$ cat src/rtl/avalon_body_writer.sv
// Avalon-MM write master that sweeps a snapshot of per-body render state
// (radius, x, y, z) into a slave register file, four words per body.
`default_nettype none

module avalon_body_writer #(
  parameter int NUM_BODIES = 2,
  parameter int BASE_ADDR  = 0,
  parameter int ADDR_W     = 4,
  parameter int COORD_W    = 10
) (
  input  logic               CLK,
  input  logic               RESET,
  input  logic               LD_VALID,
  input  logic [7:0]         LD_INDEX,
  input  logic [COORD_W-1:0] LD_RADIUS,
  input  logic [COORD_W-1:0] LD_X,
  input  logic [COORD_W-1:0] LD_Y,
  input  logic [COORD_W-1:0] LD_Z,
  input  logic               START,
  input  logic               AVM_WAITREQUEST,
  output logic               AVM_CS,
  output logic               AVM_WRITE,
  output logic [ADDR_W-1:0]  AVM_ADDR,
  output logic [3:0]         AVM_BYTE_EN,
  output logic [31:0]        AVM_WRITEDATA,
  output logic               BUSY,
  output logic               DONE,
  output logic [7:0]         OVERRUN
);

  localparam int NUM_WORDS = 4 * NUM_BODIES;
  localparam int CNT_W     = $clog2(NUM_WORDS);
  localparam logic [CNT_W-1:0]  LAST_WORD = CNT_W'(NUM_WORDS - 1);
  localparam logic [ADDR_W-1:0] BASE      = ADDR_W'(BASE_ADDR);

  typedef enum logic [1:0] {
    ST_IDLE  = 2'd0,
    ST_SNAP  = 2'd1,
    ST_WRITE = 2'd2,
    ST_DONE  = 2'd3
  } state_t;

  state_t state, state_nxt;

  // Word-flat buffers: entry 4*b+f holds field f (radius, x, y, z) of body b.
  logic [COORD_W-1:0] shadow [NUM_WORDS];
  logic [COORD_W-1:0] active [NUM_WORDS];
  logic [CNT_W-1:0]   word;
  logic               pending;
  logic [7:0]         overrun_cnt;

  assign OVERRUN = overrun_cnt;

  always_ff @(posedge CLK) begin
    if (RESET) begin
      state <= ST_IDLE;
    end else begin
      state <= state_nxt;
    end
  end

  always_comb begin
    state_nxt     = state;
    AVM_WRITE     = 1'b0;
    AVM_CS        = 1'b0;
    AVM_BYTE_EN   = 4'b0000;
    AVM_ADDR      = '0;
    AVM_WRITEDATA = '0;
    BUSY          = 1'b0;
    DONE          = 1'b0;
    case (state)
      ST_IDLE: begin
        if (START) state_nxt = ST_SNAP;
      end
      ST_SNAP: begin
        BUSY      = 1'b1;
        state_nxt = ST_WRITE;
      end
      ST_WRITE: begin
        BUSY          = 1'b1;
        AVM_WRITE     = 1'b1;
        AVM_CS        = 1'b1;
        AVM_BYTE_EN   = 4'b1111;
        AVM_ADDR      = BASE + ADDR_W'(word);
        AVM_WRITEDATA = 32'(active[word]);
        if (!AVM_WAITREQUEST && word == LAST_WORD) state_nxt = ST_DONE;
      end
      ST_DONE: begin
        BUSY = 1'b1;
        DONE = 1'b1;
        // A fresh START landing in DONE itself is honoured immediately.
        state_nxt = (pending || START) ? ST_SNAP : ST_IDLE;
      end
      default: state_nxt = ST_IDLE;
    endcase
  end

  always_ff @(posedge CLK) begin
    if (RESET) begin
      for (int i = 0; i < NUM_WORDS; i++) begin
        shadow[i] <= '0;
        active[i] <= '0;
      end
      word        <= '0;
      pending     <= 1'b0;
      overrun_cnt <= 8'd0;
    end else begin
      for (int b = 0; b < NUM_BODIES; b++) begin
        if (LD_VALID && LD_INDEX == 8'(b)) begin
          shadow[4*b]   <= LD_RADIUS;
          shadow[4*b+1] <= LD_X;
          shadow[4*b+2] <= LD_Y;
          shadow[4*b+3] <= LD_Z;
        end
      end

      if (state == ST_SNAP) begin
        for (int i = 0; i < NUM_WORDS; i++) active[i] <= shadow[i];
        word <= '0;
      end else if (state == ST_WRITE && !AVM_WAITREQUEST) begin
        word <= word + 1'b1;
      end

      if (START && state != ST_IDLE) begin
        if (pending) begin
          if (overrun_cnt != 8'hFF) overrun_cnt <= overrun_cnt + 8'd1;
        end else if (state != ST_DONE) begin
          pending <= 1'b1;
        end
      end
      if (state == ST_DONE) pending <= 1'b0;
    end
  end

endmodule

`default_nettype wire

$ cat config.mk
export PLATFORM = sky130hd
export DESIGN_NAME = avalon_body_writer
export DESIGN_NICKNAME = d
export VERILOG_FILES = /design/src/rtl/avalon_body_writer.sv
export SDC_FILE = /design/constraint.sdc
export NUM_CORES = 1
export LEC_CHECK = 0
export ABC_AREA = 1
export BUFFER_PORTS_ARGS = -buffer_cell sky130_fd_sc_hd__buf_2
export CORE_AREA = 4 4 198 162
export DETAILED_ROUTE_END_ITERATION = 6
export DIE_AREA = 0 0 202 166
export GPL_TIMING_DRIVEN = 0
export PLACE_DENSITY = 0.41
export SLEW_MARGIN = 20
export SYNTH_ARGS = -nofsm -noshare
export SYNTH_HDL_FRONTEND = slang
export SYNTH_SLANG_ARGS = --single-unit
$ cat constraint.sdc
create_clock -name CLK -period 4.45 [get_ports CLK]
set_input_delay 0.89 -clock CLK [delete_from_list [all_inputs] [get_ports CLK]]
set_output_delay 0.89 -clock CLK [all_outputs]
set_load 0.01 [all_outputs]
==> qor.log <==
INFO  run_status     run_status=finished clean
INFO  place          dpl.hpwl=14600µm
INFO  pwr            p_leak=0.00452µW
INFO  cts            cts.hold.buffers_added=0
INFO  die            die_area=33500µm²
INFO  cts            cts-buffers-inserted=17
INFO  global_routing grt_antenna_before_repair=0
INFO  cells_and_area commonest_cells_after_routing_fill_and_taps_aside=nor2_1 (226), inv_1 (160), edfxtp_1 (160)
INFO  cts            post_cts.resized_instances=0
INFO  timing         rsz_0062_raised_after_global_routing=false
INFO  pwr            p_sw_share=31.0%
INFO  cells_and_area register_area=5140µm²
INFO  synthesis      synth_enable_flop_cells=160
INFO  cells_and_area mostFrequentLayoutCell=nor2_1
INFO  cts            post-cts-setup-buffers=0
INFO  cts            cts_tree=done
INFO  die            floorplan.initialDensity=26.7%
INFO  worst_setup_path critical_path_required=3.56ns
INFO  synthesis      syn_avg_cell_area=9.50µm²
INFO  worst_setup_path crit_path_end_kind=output port
INFO  synthesis      synth.yosys.warnings=0
INFO  worst_setup_path path_class=register to output port
INFO  cells_and_area n_fill_cell=3191
INFO  global_routing globalRouteTotalUtil=11.9%
INFO  synthesis      synth_cell_types=26
INFO  place          post-place-ws=1.52ns
INFO  pwr            sequentialPowerShare=47.2%
INFO  synthesis      async_flop_share=0%
INFO  pwr            power_density=481nW/µm²
INFO  timing         fmax=309MHz
INFO  cts            clock_sink_count=177
INFO  die            design.portCount=105
INFO  drt            routed-via-count=5336
INFO  synthesis      synth-seq-cells=177
INFO  flow_run       max_cap_violations=0
INFO  cts            clkLatencyLatePin=0.43ns
INFO  drt            wire_per_inst=14.2µm
INFO  worst_setup_path critPathMaxStageDelay=0.47ns
INFO  drt            detailedRoute.firstIterationViolations=391
INFO  timing         hold-worst-slack=0.513ns
INFO  worst_setup_path cpMaxStageDelayCell=ha_1
INFO  drt            ant_nets=0
INFO  timing         setup-tns-final=0ns
INFO  pwr            peakVddDrop=0.260mV
INFO  cts            cts.htree.levels=4
INFO  synthesis      synthFlopType=edfxtp_1
INFO  worst_setup_path worst-path-buf-inv=3
INFO  cells_and_area areaGrowthSynthToFinish=21.0%
INFO  pwr            pwr-share-clk=33.0%
INFO  worst_setup_path arrival=2.34ns
INFO  pwr            p_comb_share=19.8%
INFO  timing         fin_ws=1.22ns
INFO  global_routing largest_net_degree_at_the_start_of_global_routing=44
INFO  timing         finalSetupViolCount=0
INFO  global_routing grt_overflow=0
INFO  cells_and_area nets=1028
INFO  global_routing grt_pass1_wl=30400µm
INFO  timing         skew=0.0136ns
INFO  drt            post-route-drc-count=0
INFO  place          post_dp_cell_area=9090µm²
INFO  die            core_area=30000µm²
INFO  timing         worst_pin_slew=0.562ns
INFO  hold_path      min_path_type=register to register
INFO  cts            max-clock-path-buffers=2
INFO  timing         finalHoldViolCount=0
INFO  pwr            p_sw=1440µW
INFO  timing         finalWorstPathRequiredPeriod=3.23ns
INFO  die            rows=57
INFO  place          io_buffer_count=80
INFO  cells_and_area multiInputGateArea=1930µm²
INFO  cells_and_area finish.instance_area=9680µm²
INFO  drt            route.detailed.vias_per_inst=3.83
INFO  timing         period_share=72.6%
INFO  cts            cts-root-buf=clkbuf_16
INFO  synthesis      yosysSeqAreaShare=64.3%
INFO  cells_and_area n_antenna_cell=0
INFO  worst_setup_path timing.critical_path.from_type=register
INFO  cts            clk_pin_slew_worst_paths=0.07ns
INFO  drt            wirelength=19800µm
INFO  cells_and_area post_route_cells_drive_above_1_share=17.8%
INFO  pwr            internal_power_consumption=3210µW
INFO  worst_setup_path critical_path_peak_fanout=12
INFO  synthesis      post_synth_instance_area=8010µm²
INFO  worst_setup_path timing.critical_path.cells=inv_1 -> ha_1 -> clkbuf_1 -> nand2_1 -> nor2_1 -> buf_2
INFO  global_routing vias_in_the_first_global_route=5333
INFO  die            die_h=166µm
INFO  pwr            fin_total_pwr=4660µW
INFO  die            chipWidth=202µm
INFO  timing         relSlewSlack=62.4%
INFO  drt            drt_first_pass_iters=5
INFO  worst_setup_path timing.critical_path.max_delay_family=buffers and inverters
INFO  place          final_replace_weighted_congestion=0.798
INFO  synthesis      synthesis.instances=843
INFO  timing         slew_violations=0
==> worst register-to-register path: stages (launching register included) <==
cell	delay, ns
dfxtp_1	0.34
inv_1	0.11
ha_1	0.27
nor2_1	0.13
inv_4	0.42
buf_16	0.30
==> synthesized netlist by cell type, types with 2 or more instances <==
cell type    n  area, µm²
nand2_1    131        492
a21oi_1      7       35.0
dfxtp_1     17        340
nand3_1     32        160
nor2_1     226        848
inv_1      161        604
buf_6        5       56.3
ha_1         8        100
o21ai_1      5       25.0
buf_2       16       80.1
o21ai_0     21        105
clkbuf_1    12       45.0
buf_4       29        218
nand3_2      2       20.0
edfxtp_1   160       4800
==> per-stage QoR <==
step           instances  util (%)
2_1_floorplan        865         -
3_3_place_gp        1358      30.0
3_5_place_dp        1361      30.3
4_1_cts             1393      32.3
5_1_grt             1393      32.3
6_report            1393      32.3
==> kinds of logic after synthesis <==
kind of cell | after synthesis | share of synthesized area (%)
compound gates | 33 | 2.06
fa+ha+maj | 8 | 1.25
buf+inv | 226 | 12.7
simple gates | 397 | 19.6
flops | 177 | 64.3
xor+xnor | 1 | 0.109
other cells | 1 | 0.0468
==> routing by layer <==
metal / vias up / routed length, µm / global-route usage (%)
met3: 14 / 1030 / 2.71
li1: 2790 / - / -
met5: - / 0 / 0
met2: 129 / 8310 / 17.2
met1: 2403 / 10300 / 17.8
met4: 0 / 235 / 3.39
==> cell type report <==
class	instances	share of cell area, %
multi-input combinational	462	20.0
buffer	63	4.16
tap	413	5.34
clock buffer	17	4.39
inverter	163	6.34
clock inverter	15	1.76
sequential	177	53.1
timing repair buffer	83	4.91
==> worst paths after layout <==
kind	start	endpoint	slack, ns	depth (start not counted)
hold / removal	OVERRUN[1]	OVERRUN[1]	0.51	2
setup / recovery	state[0]	AVM_WRITEDATA[1]	1.22	6
setup reg to reg	state[1]	active[1][5]	2.54	5
hold reg to reg	OVERRUN[1]	OVERRUN[1]	0.51	2
==> registers in the layout, summed over array words and instances (netlist names), named ones only <==
| signal | cells |
|---|---|
| word | 3 |
| state | 2 |
| active | 80 |
| OVERRUN | 8 |
| pending | 1 |
| shadow | 80 |
==> power by group through the flow <==
stage               sequential (µW)  combinational, µW  clock (µW)
global route                   2230               1040        1650
finish                         2200                921        1540
detailed placement             2240                931           0
global placement               2260                911           0
CTS                            2200                935        1570
floorplan                      2220                585           0
No activity file was read; power rests on OpenSTA's default activity.
